--- src/rtl/mem_access_stage_if.sv ---
// Data-memory bus between the MEM stage (master) and the data RAM/controller (slave).
// The request fields are held constant by the master until the slave acks.
interface mem_access_stage_if;
  logic        odmem_req;
  logic        odmem_we;
  logic [31:0] odmem_addr;
  logic [31:0] odmem_wdata;
  logic [3:0]  odmem_be;
  logic        idmem_ack;
  logic [31:0] idmem_rdata;

  modport master (
    output odmem_req, odmem_we, odmem_addr, odmem_wdata, odmem_be,
    input  idmem_ack, idmem_rdata
  );

  modport slave (
    input  odmem_req, odmem_we, odmem_addr, odmem_wdata, odmem_be,
    output idmem_ack, idmem_rdata
  );
endinterface

--- src/rtl/mem_access_stage.sv ---
// MEM pipeline stage: issues one data-memory access per instruction, stalls the
// upstream stage until ack or timeout, and fills the MEM/WB register.
module mem_access_stage #(
  parameter int TIMEOUT_CYCLES = 255
) (
  input  logic                 clk,
  input  logic                 rstn,
  input  logic                 ivalid,
  input  logic                 iSig_MemRead,
  input  logic                 iSig_MemWrite,
  input  logic                 iSig_regfile_write,
  input  logic                 iSig_MemtoReg,
  input  logic [31:0]          ialu_result,
  input  logic [31:0]          istore_data,
  input  logic [1:0]           imem_size,
  input  logic                 imem_unsigned,
  input  logic [4:0]           iwrite_reg,
  output logic                 ostall,
  mem_access_stage_if.master   dmem,
  output logic                 ovalid,
  output logic                 oSig_regfile_write,
  output logic                 oSig_MemtoReg,
  output logic                 omisalign,
  output logic                 obus_error,
  output logic [31:0]          oread_from_ram,
  output logic [31:0]          oalu_result,
  output logic [4:0]           owrite_reg
);

  typedef enum logic {S_IDLE, S_WAIT} state_t;

  localparam logic [7:0] TIMEOUT_LAST = 8'(TIMEOUT_CYCLES - 1);

  state_t      state_q, state_d;
  logic [7:0]  cnt_q, cnt_d;
  logic        req_q, req_d;
  logic        we_q, we_d;
  logic [31:0] addr_q, addr_d;
  logic [31:0] wdata_q, wdata_d;
  logic [3:0]  be_q, be_d;
  logic        valid_q, valid_d;
  logic        regw_q, regw_d;
  logic        m2r_q, m2r_d;
  logic        mis_q, mis_d;
  logic        berr_q, berr_d;
  logic [31:0] rdata_q, rdata_d;
  logic [31:0] alu_q, alu_d;
  logic [4:0]  wreg_q, wreg_d;

  logic        memop, misaligned, size_half, size_word;
  logic        stall_c;
  logic [3:0]  lane_be;
  logic [31:0] lane_wdata;
  logic [7:0]  load_byte;
  logic [15:0] load_half;
  logic [31:0] load_val;

  // Lane steering for stores and lane extraction for loads (little-endian).
  always_comb begin
    size_half = (imem_size == 2'b01);
    size_word = imem_size[1];
    memop      = ivalid & (iSig_MemRead | iSig_MemWrite);
    misaligned = (size_half & ialu_result[0]) | (size_word & (ialu_result[1:0] != 2'b00));

    lane_be    = 4'b1111;
    lane_wdata = istore_data;
    if (imem_size == 2'b00) begin
      lane_be    = 4'b0001 << ialu_result[1:0];
      lane_wdata = {4{istore_data[7:0]}};
    end else if (size_half) begin
      lane_be    = ialu_result[1] ? 4'b1100 : 4'b0011;
      lane_wdata = {2{istore_data[15:0]}};
    end

    case (ialu_result[1:0])
      2'b00:   load_byte = dmem.idmem_rdata[7:0];
      2'b01:   load_byte = dmem.idmem_rdata[15:8];
      2'b10:   load_byte = dmem.idmem_rdata[23:16];
      default: load_byte = dmem.idmem_rdata[31:24];
    endcase
    load_half = ialu_result[1] ? dmem.idmem_rdata[31:16] : dmem.idmem_rdata[15:0];

    load_val = dmem.idmem_rdata;
    if (imem_size == 2'b00)
      load_val = imem_unsigned ? {24'h0, load_byte} : {{24{load_byte[7]}}, load_byte};
    else if (size_half)
      load_val = imem_unsigned ? {16'h0, load_half} : {{16{load_half[15]}}, load_half};
  end

  // Next-state, bus request and MEM/WB register contents; a bubble is the default.
  always_comb begin
    state_d = state_q;
    cnt_d   = cnt_q;
    req_d   = req_q;
    we_d    = we_q;
    addr_d  = addr_q;
    wdata_d = wdata_q;
    be_d    = be_q;
    valid_d = 1'b0;
    regw_d  = 1'b0;
    mis_d   = 1'b0;
    berr_d  = 1'b0;
    m2r_d   = m2r_q;
    rdata_d = rdata_q;
    alu_d   = alu_q;
    wreg_d  = wreg_q;
    stall_c = 1'b0;

    case (state_q)
      S_IDLE: begin
        if (ivalid) begin
          if (!memop || misaligned) begin
            valid_d = 1'b1;
            regw_d  = memop ? 1'b0 : iSig_regfile_write;
            mis_d   = memop;
            m2r_d   = iSig_MemtoReg;
            rdata_d = 32'h0;
            alu_d   = ialu_result;
            wreg_d  = iwrite_reg;
          end else begin
            stall_c = 1'b1;
            state_d = S_WAIT;
            cnt_d   = 8'h0;
            req_d   = 1'b1;
            we_d    = iSig_MemWrite;
            addr_d  = {ialu_result[31:2], 2'b00};
            be_d    = lane_be;
            wdata_d = lane_wdata;
          end
        end
      end
      S_WAIT: begin
        stall_c = !dmem.idmem_ack;
        if (dmem.idmem_ack || cnt_q == TIMEOUT_LAST) begin
          state_d = S_IDLE;
          req_d   = 1'b0;
          valid_d = 1'b1;
          berr_d  = !dmem.idmem_ack;
          regw_d  = dmem.idmem_ack & iSig_regfile_write;
          m2r_d   = iSig_MemtoReg;
          rdata_d = (dmem.idmem_ack && !we_q) ? load_val : 32'h0;
          alu_d   = ialu_result;
          wreg_d  = iwrite_reg;
        end else begin
          cnt_d = cnt_q + 8'd1;
        end
      end
      default: state_d = S_IDLE;
    endcase
  end

  always_ff @(posedge clk) begin
    if (rstn) begin
      state_q <= S_IDLE;
      cnt_q   <= 8'h0;
      req_q   <= 1'b0;
      we_q    <= 1'b0;
      addr_q  <= 32'h0;
      wdata_q <= 32'h0;
      be_q    <= 4'h0;
      valid_q <= 1'b0;
      regw_q  <= 1'b0;
      m2r_q   <= 1'b0;
      mis_q   <= 1'b0;
      berr_q  <= 1'b0;
      rdata_q <= 32'h0;
      alu_q   <= 32'h0;
      wreg_q  <= 5'h0;
    end else begin
      state_q <= state_d;
      cnt_q   <= cnt_d;
      req_q   <= req_d;
      we_q    <= we_d;
      addr_q  <= addr_d;
      wdata_q <= wdata_d;
      be_q    <= be_d;
      valid_q <= valid_d;
      regw_q  <= regw_d;
      m2r_q   <= m2r_d;
      mis_q   <= mis_d;
      berr_q  <= berr_d;
      rdata_q <= rdata_d;
      alu_q   <= alu_d;
      wreg_q  <= wreg_d;
    end
  end

  assign ostall             = stall_c & !rstn;
  assign dmem.odmem_req     = req_q;
  assign dmem.odmem_we      = we_q;
  assign dmem.odmem_addr    = addr_q;
  assign dmem.odmem_wdata   = wdata_q;
  assign dmem.odmem_be      = be_q;
  assign ovalid             = valid_q;
  assign oSig_regfile_write = regw_q;
  assign oSig_MemtoReg      = m2r_q;
  assign omisalign          = mis_q;
  assign obus_error         = berr_q;
  assign oread_from_ram     = rdata_q;
  assign oalu_result        = alu_q;
  assign owrite_reg         = wreg_q;

endmodule

--- src/flat_wrapper.sv ---
// flat-port wrapper written by rule: the top's interface ports become plain ports
module mem_access_stage_flat 
#(
  parameter int TIMEOUT_CYCLES = 255
)
  (clk, rstn, ivalid, iSig_MemRead, iSig_MemWrite, iSig_regfile_write, iSig_MemtoReg, ialu_result, istore_data, imem_size, imem_unsigned, iwrite_reg, ostall, ovalid, oSig_regfile_write, oSig_MemtoReg, omisalign, obus_error, oread_from_ram, oalu_result, owrite_reg, dmem_odmem_req, dmem_odmem_we, dmem_odmem_addr, dmem_odmem_wdata, dmem_odmem_be, dmem_idmem_ack, dmem_idmem_rdata);
  mem_access_stage_if dmem_i ();
  input  logic clk;
  input  logic rstn;
  input  logic ivalid;
  input  logic iSig_MemRead;
  input  logic iSig_MemWrite;
  input  logic iSig_regfile_write;
  input  logic iSig_MemtoReg;
  input  logic [31:0] ialu_result;
  input  logic [31:0] istore_data;
  input  logic [1:0] imem_size;
  input  logic imem_unsigned;
  input  logic [4:0] iwrite_reg;
  output logic ostall;
  output logic ovalid;
  output logic oSig_regfile_write;
  output logic oSig_MemtoReg;
  output logic omisalign;
  output logic obus_error;
  output logic [31:0] oread_from_ram;
  output logic [31:0] oalu_result;
  output logic [4:0] owrite_reg;
  output wire logic [$bits(dmem_i.odmem_req)-1:0] dmem_odmem_req;
  output wire logic [$bits(dmem_i.odmem_we)-1:0] dmem_odmem_we;
  output wire logic [$bits(dmem_i.odmem_addr)-1:0] dmem_odmem_addr;
  output wire logic [$bits(dmem_i.odmem_wdata)-1:0] dmem_odmem_wdata;
  output wire logic [$bits(dmem_i.odmem_be)-1:0] dmem_odmem_be;
  input wire logic [$bits(dmem_i.idmem_ack)-1:0] dmem_idmem_ack;
  input wire logic [$bits(dmem_i.idmem_rdata)-1:0] dmem_idmem_rdata;
  assign dmem_odmem_req = dmem_i.odmem_req;
  assign dmem_odmem_we = dmem_i.odmem_we;
  assign dmem_odmem_addr = dmem_i.odmem_addr;
  assign dmem_odmem_wdata = dmem_i.odmem_wdata;
  assign dmem_odmem_be = dmem_i.odmem_be;
  assign dmem_i.idmem_ack = dmem_idmem_ack;
  assign dmem_i.idmem_rdata = dmem_idmem_rdata;
  mem_access_stage #(.TIMEOUT_CYCLES(TIMEOUT_CYCLES)) u_core (.clk(clk), .rstn(rstn), .ivalid(ivalid), .iSig_MemRead(iSig_MemRead), .iSig_MemWrite(iSig_MemWrite), .iSig_regfile_write(iSig_regfile_write), .iSig_MemtoReg(iSig_MemtoReg), .ialu_result(ialu_result), .istore_data(istore_data), .imem_size(imem_size), .imem_unsigned(imem_unsigned), .iwrite_reg(iwrite_reg), .ostall(ostall), .dmem(dmem_i), .ovalid(ovalid), .oSig_regfile_write(oSig_regfile_write), .oSig_MemtoReg(oSig_MemtoReg), .omisalign(omisalign), .obus_error(obus_error), .oread_from_ram(oread_from_ram), .oalu_result(oalu_result), .owrite_reg(owrite_reg));
endmodule
--- config.mk ---
export PLATFORM = sky130hd
export DESIGN_NAME = mem_access_stage_flat
export DESIGN_NICKNAME = d
export VERILOG_FILES = /design/src/rtl/mem_access_stage_if.sv /design/src/rtl/mem_access_stage.sv /design/src/flat_wrapper.sv
export SDC_FILE = /design/constraint.sdc
export NUM_CORES = 1
export LEC_CHECK = 0
export ABC_CLOCK_PERIOD_IN_PS = 4050
export BUFFER_PORTS_ARGS = -buffer_cell sky130_fd_sc_hd__buf_2
export CAP_MARGIN = 20
export CORE_MARGIN = 2
export CORE_UTILIZATION = 49
export DETAILED_ROUTE_END_ITERATION = 8
export GPL_ROUTABILITY_DRIVEN = 0
export GPL_TIMING_DRIVEN = 0
export HOLD_SLACK_MARGIN = 0.15
export PLACE_DENSITY = 0.9
export SLEW_MARGIN = 20
export SYNTH_ARGS = -nofsm -noshare
export SYNTH_HDL_FRONTEND = slang
export SYNTH_SLANG_ARGS = --single-unit
--- constraint.sdc ---
create_clock -name clk -period 4.05 [get_ports clk]
set_clock_uncertainty 0.1 [all_clocks]
set_input_delay 1.215 -clock clk [delete_from_list [all_inputs] [get_ports clk]]
set_output_delay 1.215 -clock clk [all_outputs]
set_load 0.02 [all_outputs]
==> results.sh <==
export IMPL_drc_errors=0
export IMPL_clkLatencyLatePin_ns=0.42
export IMPL_vias=6999
export IMPL_finalWorstPathRequiredPeriod_ns=3.935
export IMPL_grt_overflow_total=0
export IMPL_max_slew_worst_pin_slew_ns=0.8415
export IMPL_clock_sink_count=151
export IMPL_routed_wirelength_mm=22.53
export IMPL_cp_data_required_time_ns=2.73
export IMPL_via_per_inst=5.690
export IMPL_design_die_area_sq_um=14760
export IMPL_netlist_cell_type_count=52
export IMPL_synth_main_ff_cell="dfxtp_1"
export IMPL_cp_max_fo=16
export IMPL_port_buffers=252
export IMPL_power_share_combinational=0.163
export IMPL_fp_coreArea_sq_um=13350
export IMPL_yosysSeqAreaShare=0.4467
export IMPL_detailedRoute_firstPassIterationCount=6
export IMPL_std_cell_rows=42
export IMPL_report_final_hold_viol_count=0
export IMPL_sequentialPowerShare=0.415
export IMPL_syn_mean_instance_area_sq_um=8.788
export IMPL_cts_inserted_buffers=17
export IMPL_yosys_area_top_type="dfxtp_1"
export IMPL_powerDensity_nw_per_um2=435.5
export IMPL_end_kind="primary output"
export IMPL_ff2ff_setup_slack_ns=1.77
export IMPL_grt_setup_unrepaired="no"
export IMPL_timing_max_slew_rel_slack=0.4364
export IMPL_fin_crit_sh=0.9716
export IMPL_postSynthCellCount=770
export IMPL_nFillCells=1063
export IMPL_htreeDepth=4
export IMPL_grt_pass1_wl_mm=33.40
export IMPL_power_leakage_nw=4.100
export IMPL_most_common_layout_cells="268 x buf_2, 151 x dfxtp_1, 135 x nand2_1"
export IMPL_switching_share=0.2830
export IMPL_grt_pass1_vias=6576
export IMPL_cts_root_to_sink_buffers=2
export IMPL_design_power_total_w=0.003856
export IMPL_status="completed"
export IMPL_grt_antenna_before_repair=3
export IMPL_syn_cell_area_sq_um=6766
export IMPL_postSynthRegisterBits=151
export IMPL_cts_tree="done"
export IMPL_ctsRootBufferMaster="clkbuf_16"
export IMPL_grt_max_degree=20
export IMPL_worstSetupPathType="in2out"
export IMPL_detail_route_wl_per_cell_microns=18.32
export IMPL_synthToLayoutAreaGrowth_pct=30.88
export IMPL_final_common_cell="buf_2"
export IMPL_synth_enable_flop_cells=0
export IMPL_grtUsageTotal=0.2949
export IMPL_initial_utilization=0.5069
export IMPL_ys_async_sr_fraction=0
export IMPL_tns_ns=0
export IMPL_number_of_placed_i_o_pins=257
export IMPL_kind_of_path_behind_the_tightest_hold_check="reg2reg"
export IMPL_initialDrtViolationCount=445
export IMPL_die_width_microns=121.5
export IMPL_numnets_final=1154
export IMPL_cellInternalPower_w=0.002765
export IMPL_die_height_microns=121.5
export IMPL_maxCapViolCount=0
export IMPL_cp_arrival_ns=2.62
export IMPL_antenna_violating_nets_post_route=0
export IMPL_ir_drop_uv=236.6
export IMPL_yosys_warnings=0
export IMPL_setup_violations=0
export IMPL_layout_drive_gt1_share=0.3039
export IMPL_power_share_clock=0.423
export IMPL_synth_top_cell_area_share=0.4467
export IMPL_slew_viol_final=0
export IMPL_power_switching_w=0.001091
export IMPL_synth_area_leaders="dfxtp_1 45%, mux2i_1 8.3%, nand2_1 7.5%, nand2b_1 7.3%, a21oi_1 4.5%"
export IMPL_maxClockFrequency_mhz=254.1
export IMPL_cts_reportedPaths_clkPinSlew_ns=0.06
export IMPL_start_kind="input port"
export IMPL_dpl_hpwl_mm=16.88
## area by class of cell
| cell class | instances | area, sq um | share of cell area |
|---|---|---|---|
| diodes | 1 | 2.502 | 0.0002826 |
| inverters | 11 | 41.29 | 0.004662 |
| clock buffers | 18 | 429.2 | 0.04846 |
| repair buffers | 252 | 1261 | 0.1424 |
| flip-flops and latches | 151 | 3023 | 0.3413 |
| clock inverters | 14 | 175.2 | 0.01978 |
| well taps | 176 | 220.2 | 0.02487 |
| multi-input cells | 542 | 3408 | 0.3849 |
| plain buffers | 65 | 295.3 | 0.03334 |
## metrics by stage
step / worst slack [ns] / util / std cells / instance area [sq um] / hold WS (ns)
3_5_place_dp: -0.2386 / 0.6182 / 1199 / 8252 / 0.3430
6_report: 0.1148 / 0.6635 / 1230 / 8856 / 0.3516
2_1_floorplan: 0.1783 / - / 771 / 6770 / 0.3605
5_1_grt: 0.01547 / 0.6633 / 1229 / 8853 / 0.3694
3_3_place_gp: -0.2573 / 0.6182 / 1199 / 8252 / 0.3391
4_1_cts: 0.02701 / 0.6631 / 1229 / 8851 / 0.3512
## kinds of logic after synthesis
| logic type | count (synthesis) | synth area share |
|---|---|---|
| AO/OA/AOI/OAI | 181 | 0.1792 |
| multiplexers | 65 | 0.1095 |
| other | 1 | 0.0005542 |
| AND/OR/NAND/NOR | 289 | 0.2064 |
| adder cells (fa/ha/maj) | 2 | 0.003698 |
| XOR/XNOR | 3 | 0.003884 |
| flip-flops | 151 | 0.4467 |
| buffers and inverters | 78 | 0.05011 |
## cell usage after synthesis (3+ instances only)
cell,count
a211oi_1,9
buf_2,19
nor3b_1,3
nor3_1,10
o21ai_0,34
xor2_1,3
a22o_1,24
clkbuf_1,37
o2bb2ai_1,7
buf_4,4
buf_1,6
inv_1,11
dfxtp_1,151
nor2_1,34
mux2i_1,56
nand4_1,3
a221o_1,7
mux4_2,7
a311oi_1,10
nand3_1,4
o22ai_1,14
a21oi_1,61
nand2_1,135
nand2b_1,79
nor2b_1,8
## path summary, 6_finish.rpt
| kind | start | end | depth (start not counted) |
|---|---|---|---|
| max | imem_size[0] | ostall | 8 |
| min reg2reg | u_core.dmem.odmem_wdata[27] | u_core.dmem.odmem_wdata[27] | 2 |
| min | u_core.dmem.odmem_wdata[27] | u_core.dmem.odmem_wdata[27] | 2 |
| max reg2reg | u_core.cnt_q[0] | u_core.oread_from_ram[10] | 7 |
## metal layers
metal  wire length [microns]  global-route usage
met1                    8210              0.3214
met2                   10840              0.5000
met3                    2359             0.09352
met4                    1099              0.1796
met5                      22                   0
## power by group through the flow
stage / clock (W) / sequential, W / combinational, W
6_report: 0.00163 / 0.00160 / 0.000627
5_1_grt: 0.00170 / 0.00160 / 0.000669
4_1_cts: 0.00164 / 0.00160 / 0.000621
3_5_place_dp: 0 / 0.00163 / 0.000616
3_3_place_gp: 0 / 0.00163 / 0.000605
2_1_floorplan: 0 / 0.00172 / 0.000282
## timing repair
item,in CTS,in global routing
hold endpoints to repair,0,0
buffers inserted,0,0
pin swaps,0,0
setup endpoints to repair,1,1
resized for setup,2,2
hold buffers,0,0
## critical path, stage by stage
cell	delay [ns]
buf_2	0.14
o21ai_2	0.24
and4_1	0.24
buf_4	0.23
buf_4	0.23
nor2_1	0.07
nor2_1	0.07
buf_2	0.18
Power figures use the tool's default switching activity.
